<file path="src/rtl/seven_seg_pkg.sv">
// Shared definitions for the seven-segment scanner: hex-to-segment table,
// segment bit positions and the lookup helper.
package seven_seg_pkg;

   localparam int SEG_A  = 7;
   localparam int SEG_B  = 6;
   localparam int SEG_C  = 5;
   localparam int SEG_D  = 4;
   localparam int SEG_E  = 3;
   localparam int SEG_F  = 2;
   localparam int SEG_G  = 1;
   localparam int SEG_DP = 0;

   // Entry h is the abcdefgh pattern for hex digit h, dp cleared.
   localparam logic [15:0][7:0] SEG_LUT = {
      8'h8E, 8'h9E, 8'h7A, 8'h9C, 8'h3E, 8'hEE, 8'hF6, 8'hFE,
      8'hE0, 8'hBE, 8'hB6, 8'h66, 8'hF2, 8'hDA, 8'h60, 8'hFC
   };

   function automatic logic [7:0] hex_to_seg(logic [3:0] h);
      return SEG_LUT[h];
   endfunction

endpackage

</file>
<file path="src/rtl/seven_seg_scan_if.sv">
// Display-side bundle: value/dot/control inputs from the producer and
// the multiplexed segment/digit outputs toward the board.
interface seven_seg_scan_if #(
   parameter int DIGIT = 4
);
   logic               en;
   logic               blank_lz;
   logic [4*DIGIT-1:0] number;
   logic [DIGIT-1:0]   dots;
   logic [7:0]         abcdefgh;
   logic [DIGIT-1:0]   digit;

   modport master (
      output en, blank_lz, number, dots,
      input  abcdefgh, digit
   );

   modport slave (
      input  en, blank_lz, number, dots,
      output abcdefgh, digit
   );
endinterface

</file>
<file path="src/rtl/strobe_gen.sv">
// Free-running 0..PERIOD-1 counter; tick is high for the single cycle in
// which the count sits at PERIOD-1.
module strobe_gen #(
   parameter int PERIOD = 4
) (
   input  logic clk,
   input  logic rst,
   output logic tick
);
   localparam int CNT_W = (PERIOD > 2) ? $clog2(PERIOD) : 1;
   localparam logic [CNT_W-1:0] CNT_LAST = CNT_W'(PERIOD - 1);

   logic [CNT_W-1:0] cnt_q;
   logic [CNT_W-1:0] cnt_d;

   always_comb begin
      tick  = (cnt_q == CNT_LAST);
      cnt_d = tick ? '0 : cnt_q + CNT_W'(1);
   end

   always_ff @(posedge clk or negedge rst) begin
      if (!rst) begin
         cnt_q <= '0;
      end else begin
         cnt_q <= cnt_d;
      end
   end
endmodule

</file>
<file path="src/rtl/seven_seg_scan.sv">
// Time-multiplexed hex display driver: one digit per tick, value/dots latched
// only when the scan wraps to digit 0; outputs registered one cycle after tick.
module seven_seg_scan
   import seven_seg_pkg::*;
#(
   parameter int CLK       = 100,
   parameter int DIGIT     = 4,
   parameter int UPDATE_HZ = 1000
) (
   input  logic            clk,
   input  logic            rst,
   seven_seg_scan_if.slave bus
);
   localparam int TICK_MAX = CLK * 1_000_000 / UPDATE_HZ;
   localparam int IDX_W    = (DIGIT > 1) ? $clog2(DIGIT) : 1;
   localparam logic [IDX_W-1:0] IDX_LAST = IDX_W'(DIGIT - 1);

   logic tick;

   strobe_gen #(.PERIOD(TICK_MAX)) u_strobe (
      .clk  (clk),
      .rst  (rst),
      .tick (tick)
   );

   logic [IDX_W-1:0]   idx_q,    idx_d;
   logic [4*DIGIT-1:0] shadow_q, shadow_d;
   logic [DIGIT-1:0]   dots_q,   dots_d;
   logic               load_q,   load_d;
   logic [7:0]         seg_q,    seg_d;
   logic [DIGIT-1:0]   dig_q,    dig_d;

   logic [DIGIT-1:0]   lz_mask;
   logic               zero_run;
   logic [3:0]         nib;
   logic [7:0]         seg_raw;

   // A digit is blanked only if it and every more-significant digit are zero.
   always_comb begin
      lz_mask  = '0;
      zero_run = bus.blank_lz;
      for (int i = DIGIT - 1; i > 0; i--) begin
         zero_run   = zero_run & (shadow_q[i*4 +: 4] == 4'h0);
         lz_mask[i] = zero_run;
      end
   end

   always_comb begin
      idx_d    = idx_q;
      shadow_d = shadow_q;
      dots_d   = dots_q;
      load_d   = tick;
      seg_d    = seg_q;
      dig_d    = dig_q;
      nib      = shadow_q[int'(idx_q)*4 +: 4];
      seg_raw  = lz_mask[idx_q] ? 8'h00 : hex_to_seg(nib);

      if (tick) begin
         if (idx_q == IDX_LAST) begin
            idx_d    = '0;
            shadow_d = bus.number;
            dots_d   = bus.dots;
         end else begin
            idx_d = idx_q + IDX_W'(1);
         end
      end

      // Disabling clears immediately; re-enabling waits for the next digit load.
      if (!bus.en) begin
         seg_d = 8'h00;
         dig_d = '0;
      end else if (load_q) begin
         dig_d        = '0;
         dig_d[idx_q] = 1'b1;
         seg_d        = {seg_raw[7:1], dots_q[idx_q]};
      end
   end

   always_ff @(posedge clk or negedge rst) begin
      if (!rst) begin
         idx_q    <= IDX_LAST;
         shadow_q <= '0;
         dots_q   <= '0;
         load_q   <= 1'b0;
         seg_q    <= 8'h00;
         dig_q    <= '0;
      end else begin
         idx_q    <= idx_d;
         shadow_q <= shadow_d;
         dots_q   <= dots_d;
         load_q   <= load_d;
         seg_q    <= seg_d;
         dig_q    <= dig_d;
      end
   end

   assign bus.abcdefgh = seg_q;
   assign bus.digit    = dig_q;
endmodule
</file>
<file path="src/flat_wrapper.sv">
// flat-port wrapper written by rule: the top's interface ports become plain ports
module seven_seg_scan_flat import seven_seg_pkg::*;
#(
   parameter int CLK       = 100,
   parameter int DIGIT     = 4,
   parameter int UPDATE_HZ = 1000
)
  (clk, rst, bus_en, bus_blank_lz, bus_number, bus_dots, bus_abcdefgh, bus_digit);
  seven_seg_scan_if #(.DIGIT(DIGIT)) bus_i ();
  input  logic clk;
  input  logic rst;
  input wire logic [$bits(bus_i.en)-1:0] bus_en;
  input wire logic [$bits(bus_i.blank_lz)-1:0] bus_blank_lz;
  input wire logic [$bits(bus_i.number)-1:0] bus_number;
  input wire logic [$bits(bus_i.dots)-1:0] bus_dots;
  output wire logic [$bits(bus_i.abcdefgh)-1:0] bus_abcdefgh;
  output wire logic [$bits(bus_i.digit)-1:0] bus_digit;
  assign bus_i.en = bus_en;
  assign bus_i.blank_lz = bus_blank_lz;
  assign bus_i.number = bus_number;
  assign bus_i.dots = bus_dots;
  assign bus_abcdefgh = bus_i.abcdefgh;
  assign bus_digit = bus_i.digit;
  seven_seg_scan #(.CLK(CLK), .DIGIT(DIGIT), .UPDATE_HZ(UPDATE_HZ)) u_core (.clk(clk), .rst(rst), .bus(bus_i));
endmodule
</file>
<file path="config.mk">
export PLATFORM = sky130hd
export DESIGN_NAME = seven_seg_scan_flat
export DESIGN_NICKNAME = d
export VERILOG_FILES = /design/src/rtl/seven_seg_pkg.sv /design/src/rtl/seven_seg_scan_if.sv /design/src/rtl/strobe_gen.sv /design/src/rtl/seven_seg_scan.sv /design/src/flat_wrapper.sv
export SDC_FILE = /design/constraint.sdc
export NUM_CORES = 1
export LEC_CHECK = 0
export CAP_MARGIN = 20
export CORE_MARGIN = 1
export CORE_UTILIZATION = 50
export CTS_CLUSTER_DIAMETER = 60
export DETAILED_ROUTE_END_ITERATION = 8
export GPL_TIMING_DRIVEN = 0
export PLACE_DENSITY = 0.74
export SYNTH_ARGS = -nofsm -noshare
export SYNTH_HDL_FRONTEND = slang
export SYNTH_SLANG_ARGS = --single-unit
</file>
<file path="constraint.sdc">
create_clock -name clk -period 2.8 [get_ports clk]
set_clock_uncertainty 0.15 [all_clocks]
set_input_delay 0.42 -clock clk [delete_from_list [all_inputs] [get_ports clk]]
set_output_delay 0.42 -clock clk [all_outputs]
set_load 0.1 [all_outputs]
</file>
# Word-level counts from Yosys, hierarchy flattened

Memory sizes are Yosys's and may differ from the RTL's.
Index checks and enable logic that the tools add are counted.

Add/subtract/negate cells: 2
$lt $le $gt $ge: 3
Equality and inequality tests: 3
Shift operators: 1
Mux-type cells: 14
Bitwise operators: 3
Reductions and logical operators: 5

Operators by type and width:

| operator                                                    | number |
|---|---|
| 2-to-1 mux 8 bit                                            | 4 |
| adder 17 x 1 -> 17 bit (second input constant)              | 1 |
| == test 17 bit (second input constant)                      | 1 |
| 2-to-1 mux 17 bit                                           | 1 |
| indexed part select 16 x 5 -> 4 bit                         | 1 |
| zero test 4 bit                                             | 3 |
| 2-to-1 mux 4 bit                                            | 2 |
| less-than comparator 4 x 5 -> 1 bit (second input constant) | 1 |
| binary-select mux 1 bit (select 2 bit)                      | 2 |
| bitwise AND 1 bit                                           | 3 |
| less-than comparator 2 x 3 -> 1 bit (second input constant) | 1 |
| 2-to-1 mux 1 bit                                            | 3 |
| adder 2 x 1 -> 2 bit (second input constant)                | 1 |
| demux 1 bit (select 2 bit)                                  | 1 |
| == test 2 bit (second input constant)                       | 1 |
| >= comparator 2 x 1 -> 1 bit (second input constant)        | 1 |
| 2-to-1 mux 2 bit                                            | 1 |
| != test 2 x 1 -> 1 bit (second input constant)              | 1 |
| AND reduction 2 bit                                         | 1 |
| logical AND 1 bit                                           | 1 |

Bits in registers: 52
Bits in read-only memories: 128
Input port bits: 24
Output and inout bits: 12
Word-level logic and storage cells: 39
Memories kept: 1

Memories:

| name            | words | bits a word | rd ports | clocked after memory_dff | write ports | line                | text |
|---|---|---|---|---|---|---|---|
| (no name shown) | 16    | 8           | 1        | 0                        | 0           | seven_seg_pkg.sv:21 | `return SEG_LUT[h];` |

# Longest topological paths before layout

Gate-level depths: netlist of run 1.

Depth after elaboration: 9
Mapped depth: 8
Mapped depth without buffers: 7

# Modules after synthesis

Synthesis of run 1 repeated with hierarchy kept, for this count alone.

Cells, all modules: 209
Area total of the unflattened synthesis: 2588.7 um2

By module, submodules not included:

| module         | times used | cells each | area each (um2) | sequential area each (um2) |
|---|---|---|---|---|
| seven_seg_scan | 1          | 135        | 1795.5          | 878.3 |
| strobe_gen     | 1          | 74         | 793.3           | 425.4 |

# Worst setup path after synthesis of run 1

Ideal clock, no wire load.

Path type: reg-to-reg
From: register u_core.idx_q[0]
To: register u_core.seg_q[7] (netlist: u_core.bus.abcdefgh[7])
Library setup time: 0.123 ns
Data arrival time: 2.098 ns
Data required time: 2.527 ns
Setup slack: 0.430 ns
Stages on the path, launching flop included: 8
Buffers on the path: 1
Clock period less this slack: 2.370 ns
Path through: dfstp_2 buf_4 mux4_1 inv_1 ha_1 mux2_2 o21ai_0 a32o_1

Word-level cells in the longest chain between the ends: 6
Elaborated cells between the ends (all ways): 8
Classes of those cells: shift: 1; mux: 6; memory: 1

Ends and longest elaborated chain:

| item                                   | line                 | text |
|---|---|---|
| start: declaration                     | seven_seg_scan.sv:26 | `logic [IDX_W-1:0] idx_q, idx_d;` |
| start signal: assignment               | seven_seg_scan.sv:88 | `idx_q <= idx_d;` |
| indexed part select 16 x 5 -> 4 bit    | seven_seg_scan.sv:55 | `nib = shadow_q[int'(idx_q)*4 +: 4];` |
| memory (16 x 8 bit)                    | -                    |  |
| 2-to-1 mux 8 bit (not written as such) | seven_seg_pkg.sv:21  |  |
| 2-to-1 mux 8 bit (*)                   | seven_seg_scan.sv:56 | `seg_raw = lz_mask[idx_q] ? 8'h00 : hex_to_seg(nib);` |
| 2-to-1 mux 8 bit (*)                   | seven_seg_scan.sv:72 | `end else if (load_q) begin` |
| 2-to-1 mux 8 bit (*)                   | seven_seg_scan.sv:69 | `if (!bus.en) begin` |
| end signal: assignment                 | seven_seg_scan.sv:92 | `seg_q <= seg_d;` |
| end: declaration                       | seven_seg_scan.sv:30 | `logic [7:0] seg_q, seg_d;` |

Mark *: on every way between the ends. The rest lies on a longest branch, timed or not. The select of a mux whose other input is x is not followed.
A chain may end at the register's enable or synchronous reset.

# Worst setup path after layout of run 1

Same ends and word-level chain as after synthesis.

==> impl_metrics.yaml, run 1 <==
run_status:
  status: "finished, final reports clean"
detailed_routing:
  antenna_left: 0
  drt-vias-per-instance: 5.330
  drc: 0
  drt_iter0_drc: 112
  vias: 1727
  drt_first_pass_iters: 4
  drt-total-wl_um: 4594
  routedWlPerCell_um: 14.18
worst_setup_path:
  rrSetupSlack_ns: 0.23
  r2r-start: "u_core.idx_q[0]"
  path_buf_inv: 2
  r2r_end: "u_core.bus.abcdefgh[7]"
  critPathMaxFanout: 8
  endpoint_kind: "flop"
  worstPathCellList: "buf_4 > mux4_1 > inv_1 > ha_1 > mux2_2 > o21ai_0 > a32o_1"
  crit_start: "u_core.idx_q[0]"
  arrival_ns: 2.62
  slowest_delay_ns: 0.68
  rr_worst_depth: 7
  slowest_stage: "mux4_1"
  startpoint_type: "flop"
  cp_top_family: "multiplexers"
  worstSetupPathType: "reg -> reg"
  cp.depth: 7
  required_ns: 2.84
yosys:
  synth_area_per_cell_um2: 12.19
  syn_inst: 212
  syn_area_um2: 2585
  synth_flop_cell: "dfrtp_1"
  synth_area_leaders: "dfrtp_1 48%, mux2_2 9.6%, ha_1 5.3%"
  syn_nets: 247
  synth-async-reset-ratio_pct: 100.0
  seq_area_frac_synth_pct: 50.44
  synth_top_area_share_pct: 48.40
  ys_warn_count: 0
  yosysTopAreaCell: "dfrtp_1"
  synth_cell_type_count: 38
  synth-edff-count: 0
  ys_seq_elements: 52
pwr:
  switching_share_pct: 20.36
  p_sw_mw: 0.2922
  pwr-share-comb_pct: 7.5
  p_int_mw: 1.143
  p_leak_nw: 1.347
  power_per_cell_area_nw_per_um2: 452.7
  seqPwrFrac_pct: 54.0
  power_mw: 1.435
  vdd_drop_max_mv: 0.2556
  clkPwrFrac_pct: 38.5
global_route:
  met2_usage_pct: 27.37
  busiest_layer: "met1"
  grt_use_total_pct: 18.83
  grt_pass1_wl_um: 7659
  met1_usage_pct: 27.99
  grt_pass1_vias: 1637
  use_met3_pct: 4.527
  gr-total-overflow: 0
  grt_max_degree: 28
  grt_antenna_before_repair: 0
timing:
  post-route-period-util_pct: 91.84
  final_max_slew_viol_count: 0
  setup_viol: 0
  layout_min_cycle_time_ns: 2.572
  slew_headroom_pct: 35.39
  rsz0062_at_grt: "false"
  tightest_slew_ns: 0.9662
  max_freq_mhz: 388.9
  finalHoldViolations: 0
placement:
  gp_congestion: 0.7794
  placed_area_um2: 3034
  hpwl_um: 3413
  dp.cells: 315
  io_buffers: 35
cells_and_area:
  diodes: 0
  final_util_pct: 65.39
  syn2layout_area_growth_pct: 22.65
  regArea_um2: 1304
  stdcell_area_um2: 3171
  stdcell_count: 324
  fill_cells: 412
  post_route_cells_drive_above_1_share_pct: 17.90
  nNetsFinal: 291
  multiInputGateArea_um2: 1182
floorplan:
  start_util_pct: 53.32
  core_region_area_um2: 4848
  io_pins: 36
  die_area_um2: 5461
  die_x_um: 73.90
  dieHeight_um: 73.90
  rows: 25
clock_network:
  tritoncts: "yes"
  clk_latency_ns: 0.30
  cts.clk_slew.worst_paths_ns: 0.09
  cts_setup_buffers: 0
  cts.repair.resized: 0
  h-tree-depth: 2
  clk_path_buf_depth: 2
  cts_buffers: 5
  numClockSinks: 52
  cts_root_buf: "clkbuf_8"
job:
  maxCapViolCount: 0
min_path:
  worstHoldStart: "u_core.u_strobe.cnt_q[0]"
  hold_end: "u_core.u_strobe.cnt_q[0]"
  hold_path.class: "reg -> reg"
  hold_depth: 1
[repair_timing]
action | in CTS | in global routing
hold buffers | 1 | 0
hold endpoints to repair | 26 | 0
setup endpoints to repair | 0 | 0
[worst max-delay path by stage]
stage	slack [ns]	to
global placement	-0.39	u_core.bus.abcdefgh[4]
global route	0.10	u_core.bus.abcdefgh[7]
floorplan	0.43	u_core.bus.abcdefgh[7]
CTS	0.22	u_core.bus.abcdefgh[7]
finish	0.23	u_core.bus.abcdefgh[7]
detailed placement	0.24	u_core.bus.abcdefgh[7]
[per-layer routing]
layer  part of all wire [%]  routed length [um]
met1                     52                2379
met2                     45                2049
met4                    1.0                  46
met3                    2.6                 119
met5                      0                   0
[per-stage QoR]
step | TNS [ns] | setup WS (ns) | hold WS [ns]
6_report | 0 | 0.2284 | 0.3077
5_1_grt | 0 | 0.1043 | 0.3579
4_1_cts | 0 | 0.2203 | 0.3087
3_5_place_dp | 0 | 0.2382 | 0.2964
3_3_place_gp | -19.20 | -0.3859 | 0.2909
2_1_floorplan | 0 | 0.4295 | -0.02559
[synthesized netlist by cell type, types with 2 or more instances]
cell type  number
dfrtp_1        50
mux2_2         22
nand2_1        12
ha_1           11
nor2_1         11
inv_1          10
o21ai_0        10
xor2_1          9
mux2i_1         7
nor2b_1         7
nand4_1         6
a32o_1          4
buf_2           4
nand3_1         4
xnor2_1         4
a21oi_1         3
a22o_1          3
clkbuf_1        3
mux4_2          3
or4_1           3
and2_1          2
and3_1          2
and4_1          2
buf_6           2
dfstp_2         2
mux4_1          2
nor4_1          2
o31ai_1         2
[kinds of logic (layout without fill, tap and decap cells)]
family	after synthesis	in the layout	share of synthesized area (%)
adder cells (fa/ha/maj)	11	11	5.324
buffers and inverters	20	65	3.824
AO/OA/AOI/OAI	25	25	6.583
multiplexers	35	35	17.52
AND/OR/NAND/NOR	56	56	11.91
flip-flops	52	52	50.44
XOR/XNOR	13	13	4.405
[cells in the final DEF, fill, tap and decap left out, drive strengths merged, types with 5 or more instances in the layout]
cell / Yosys / final
buf: 7 / 9
clkbuf: 3 / 10
clkdlybuf4s50: 0 / 34
dfrtp: 50 / 50
ha: 11 / 11
inv: 10 / 10
mux2: 23 / 23
mux2i: 7 / 7
mux4: 5 / 5
nand2: 12 / 12
nand4: 6 / 6
nor2: 11 / 11
nor2b: 7 / 7
o21ai: 10 / 10
xor2: 9 / 9
[sequential cells by signal (all words and copies together), names as in the netlist]
register,count
u_core.u_strobe.cnt_q,17
u_core.dots_q,4
u_core.shadow_q,16
u_core.bus.digit,4
u_core.bus.abcdefgh,8
u_core.load_q,1
u_core.idx_q,2
[cell type report]
class / instances / area share, %
multi-input combinational: 140 / 37.29
sequential: 52 / 41.12
inverter: 10 / 1.184
tap: 67 / 2.644
timing repair buffer: 37 / 11.84
clock buffer: 7 / 3.039
buffer: 10 / 1.934
clock inverter: 1 / 0.9471
[power by group through the flow]
| stage | clock network [mW] | logic (mW) | registers, mW |
|---|---|---|---|
| after floorplan | 0 | 0.0488 | 0.786 |
| after CTS | 0.567 | 0.109 | 0.775 |
| after global routing | 0.598 | 0.120 | 0.777 |
| after global placement | 0 | 0.103 | 0.789 |
| after detailed placement | 0 | 0.108 | 0.790 |
| final | 0.553 | 0.107 | 0.775 |
Power figures use the tool's default switching activity.
==> run 2: changes to the inputs <==
- CAP_MARGIN: 20 -> 40
==> run 2 against run 1 <==
Effect of this change: global-route usage rose by 2.1 points; design area is 5.3% higher; hold slack gained 0.017 ns; sequential power about the same; combinational power is essentially flat; wire length is 7.8% higher; clock-buffer cell count decreased by 2; first-iteration DRC count stayed put; critical path type unchanged; largest cell class unchanged.
==> impl_metrics.yaml, run 2 (synthesis results as in run 1) <==
cells_and_area:
  post_route_cells_drive_above_1_share_pct: 21.56
  fill_cells: 386
  largest_reg_flops: 17
  multiInputGateArea_um2: 1182
  final_util_pct: 68.88
  nNetsFinal: 303
  final_cell_mix: "50 x dfrtp_1, 34 x clkdlybuf4s50_1, 22 x mux2_2"
  syn2layout_area_growth_pct: 29.19
  final_common_cell: "dfrtp_1"
  stdcell_area_um2: 3339
  stdcell_count: 336
  diodes: 0
  regArea_um2: 1304
  top_register: "u_core.u_strobe.cnt_q"
timing:
  finalHoldViolations: 0
  setup_viol: 0
  rsz0062_at_grt: "false"
  post-route-period-util_pct: 94.35
  setup_tns_ns: 0
  layout_min_cycle_time_ns: 2.642
  tightest_slew_ns: 0.7479
  max_freq_mhz: 378.5
  slew_headroom_pct: 49.48
  final_max_slew_viol_count: 0
floorplan:
  start_util_pct: 53.32
  dieHeight_um: 73.90
  core_region_area_um2: 4848
  io_pins: 36
  rows: 25
  die_area_um2: 5461
  die_x_um: 73.90
worst_setup_path:
  endpoint_kind: "flop"
  startpoint_type: "flop"
  arrival_ns: 2.69
  slowest_stage: "mux4_1"
  worstSetupPathType: "reg -> reg"
  required_ns: 2.85
  slowest_delay_ns: 0.69
  critPathMaxFanout: 8
  worstPathCellList: "buf_4 > mux4_1 > inv_1 > ha_1 > inv_1 > o21ai_0 > o21ai_0 > a32o_1"
detailed_routing:
  antenna_left: 0
  drt_iter0_drc: 112
  routedWlPerCell_um: 14.74
  vias: 1813
  drt-vias-per-instance: 5.396
  drt-total-wl_um: 4951
  drc: 0
  drt_first_pass_iters: 6
clock_network:
  h-tree-depth: 2
  cts_buffers: 5
  cts_setup_buffers: 0
  clk_latency_ns: 0.31
  tritoncts: "yes"
  cts_root_buf: "clkbuf_8"
  clk_path_buf_depth: 2
  cts.clk_slew.worst_paths_ns: 0.10
  numClockSinks: 52
global_route:
  grt_max_degree: 28
  grt_use_total_pct: 20.94
  grt_pass1_vias: 1793
  grt_antenna_before_repair: 0
  gr-total-overflow: 0
  grt_pass1_wl_um: 8424
placement:
  gp_congestion: 0.7794
  hpwl_um: 3748
  placed_area_um2: 3214
  dp.cells: 327
  io_buffers: 35
pwr:
  vdd_drop_max_mv: 0.3091
  power_mw: 1.405
  power_per_cell_area_nw_per_um2: 420.9
  p_leak_nw: 1.424
run_status:
  status: "finished, final reports clean"
job:
  maxCapViolCount: 0
min_path:
  hold_path.class: "reg -> reg"
run 2: worst paths after layout:
kind,start,endpoint,slack (ns),depth (start not counted)
hold reg to reg,u_core.u_strobe.cnt_q[0],u_core.u_strobe.cnt_q[0],0.32,1
setup / recovery,u_core.idx_q[0],u_core.bus.abcdefgh[7],0.16,8
setup reg to reg,u_core.idx_q[0],u_core.bus.abcdefgh[7],0.16,8
max in group asynchronous,rst,u_core.idx_q[1],1.38,3
min in group asynchronous,rst,u_core.dots_q[1],0.50,2
hold / removal,u_core.u_strobe.cnt_q[0],u_core.u_strobe.cnt_q[0],0.32,1
run 2: area by class of cell:
class	instances	area share (%)
Inverter	10	1.124
Sequential cell	52	39.04
Timing Repair Buffer	49	16.64
Multi-Input combinational cell	140	35.41
Tap cell	67	2.510
Clock inverter	3	1.386
Buffer	10	1.836
Clock buffer	5	2.061
run 2: timing repair:
action                    4_1_cts  5_1_grt
hold endpoints to repair       26        0
resized for setup               0        0
hold buffers                    1        0
run 2: worst max-delay path, delay by kind of cell (launching register included):
| family | cells | cell delay (ns) |
|---|---|---|
| multiplexers | 1 | 0.69 |
| flip-flops | 1 | 0.56 |
| AO/OA/AOI/OAI | 3 | 0.54 |
| buffers and inverters | 3 | 0.39 |
| adder cells (fa/ha/maj) | 1 | 0.20 |
run 2: per-stage QoR:
step,setup slack [ns],hold slack (ns)
floorplan,0.4295,-0.02559
global placement,-0.3859,0.2909
detailed placement,0.1862,0.3026
CTS,0.1643,0.3154
global route,0.03050,0.3535
finish,0.1582,0.3250
run 2: per-layer routing:
layer,GRT usage (%),wire (um),part of all wire [%]
met4,7.265,73,1.5
met2,31.92,2369,48
met3,5.624,154,3.1
met1,29.06,2354,48
met5,0,0,0
run 2: where the power goes:
| group | switching [mW] | internal, mW | leakage [nW] |
|---|---|---|---|
| Sequential | 0.00982 | 0.765 | 0.658 |
| Combinational | 0.0463 | 0.0626 | 0.710 |
| Clock | 0.252 | 0.269 | 0.0548 |
| Total | 0.308 | 1.10 | 1.42 |
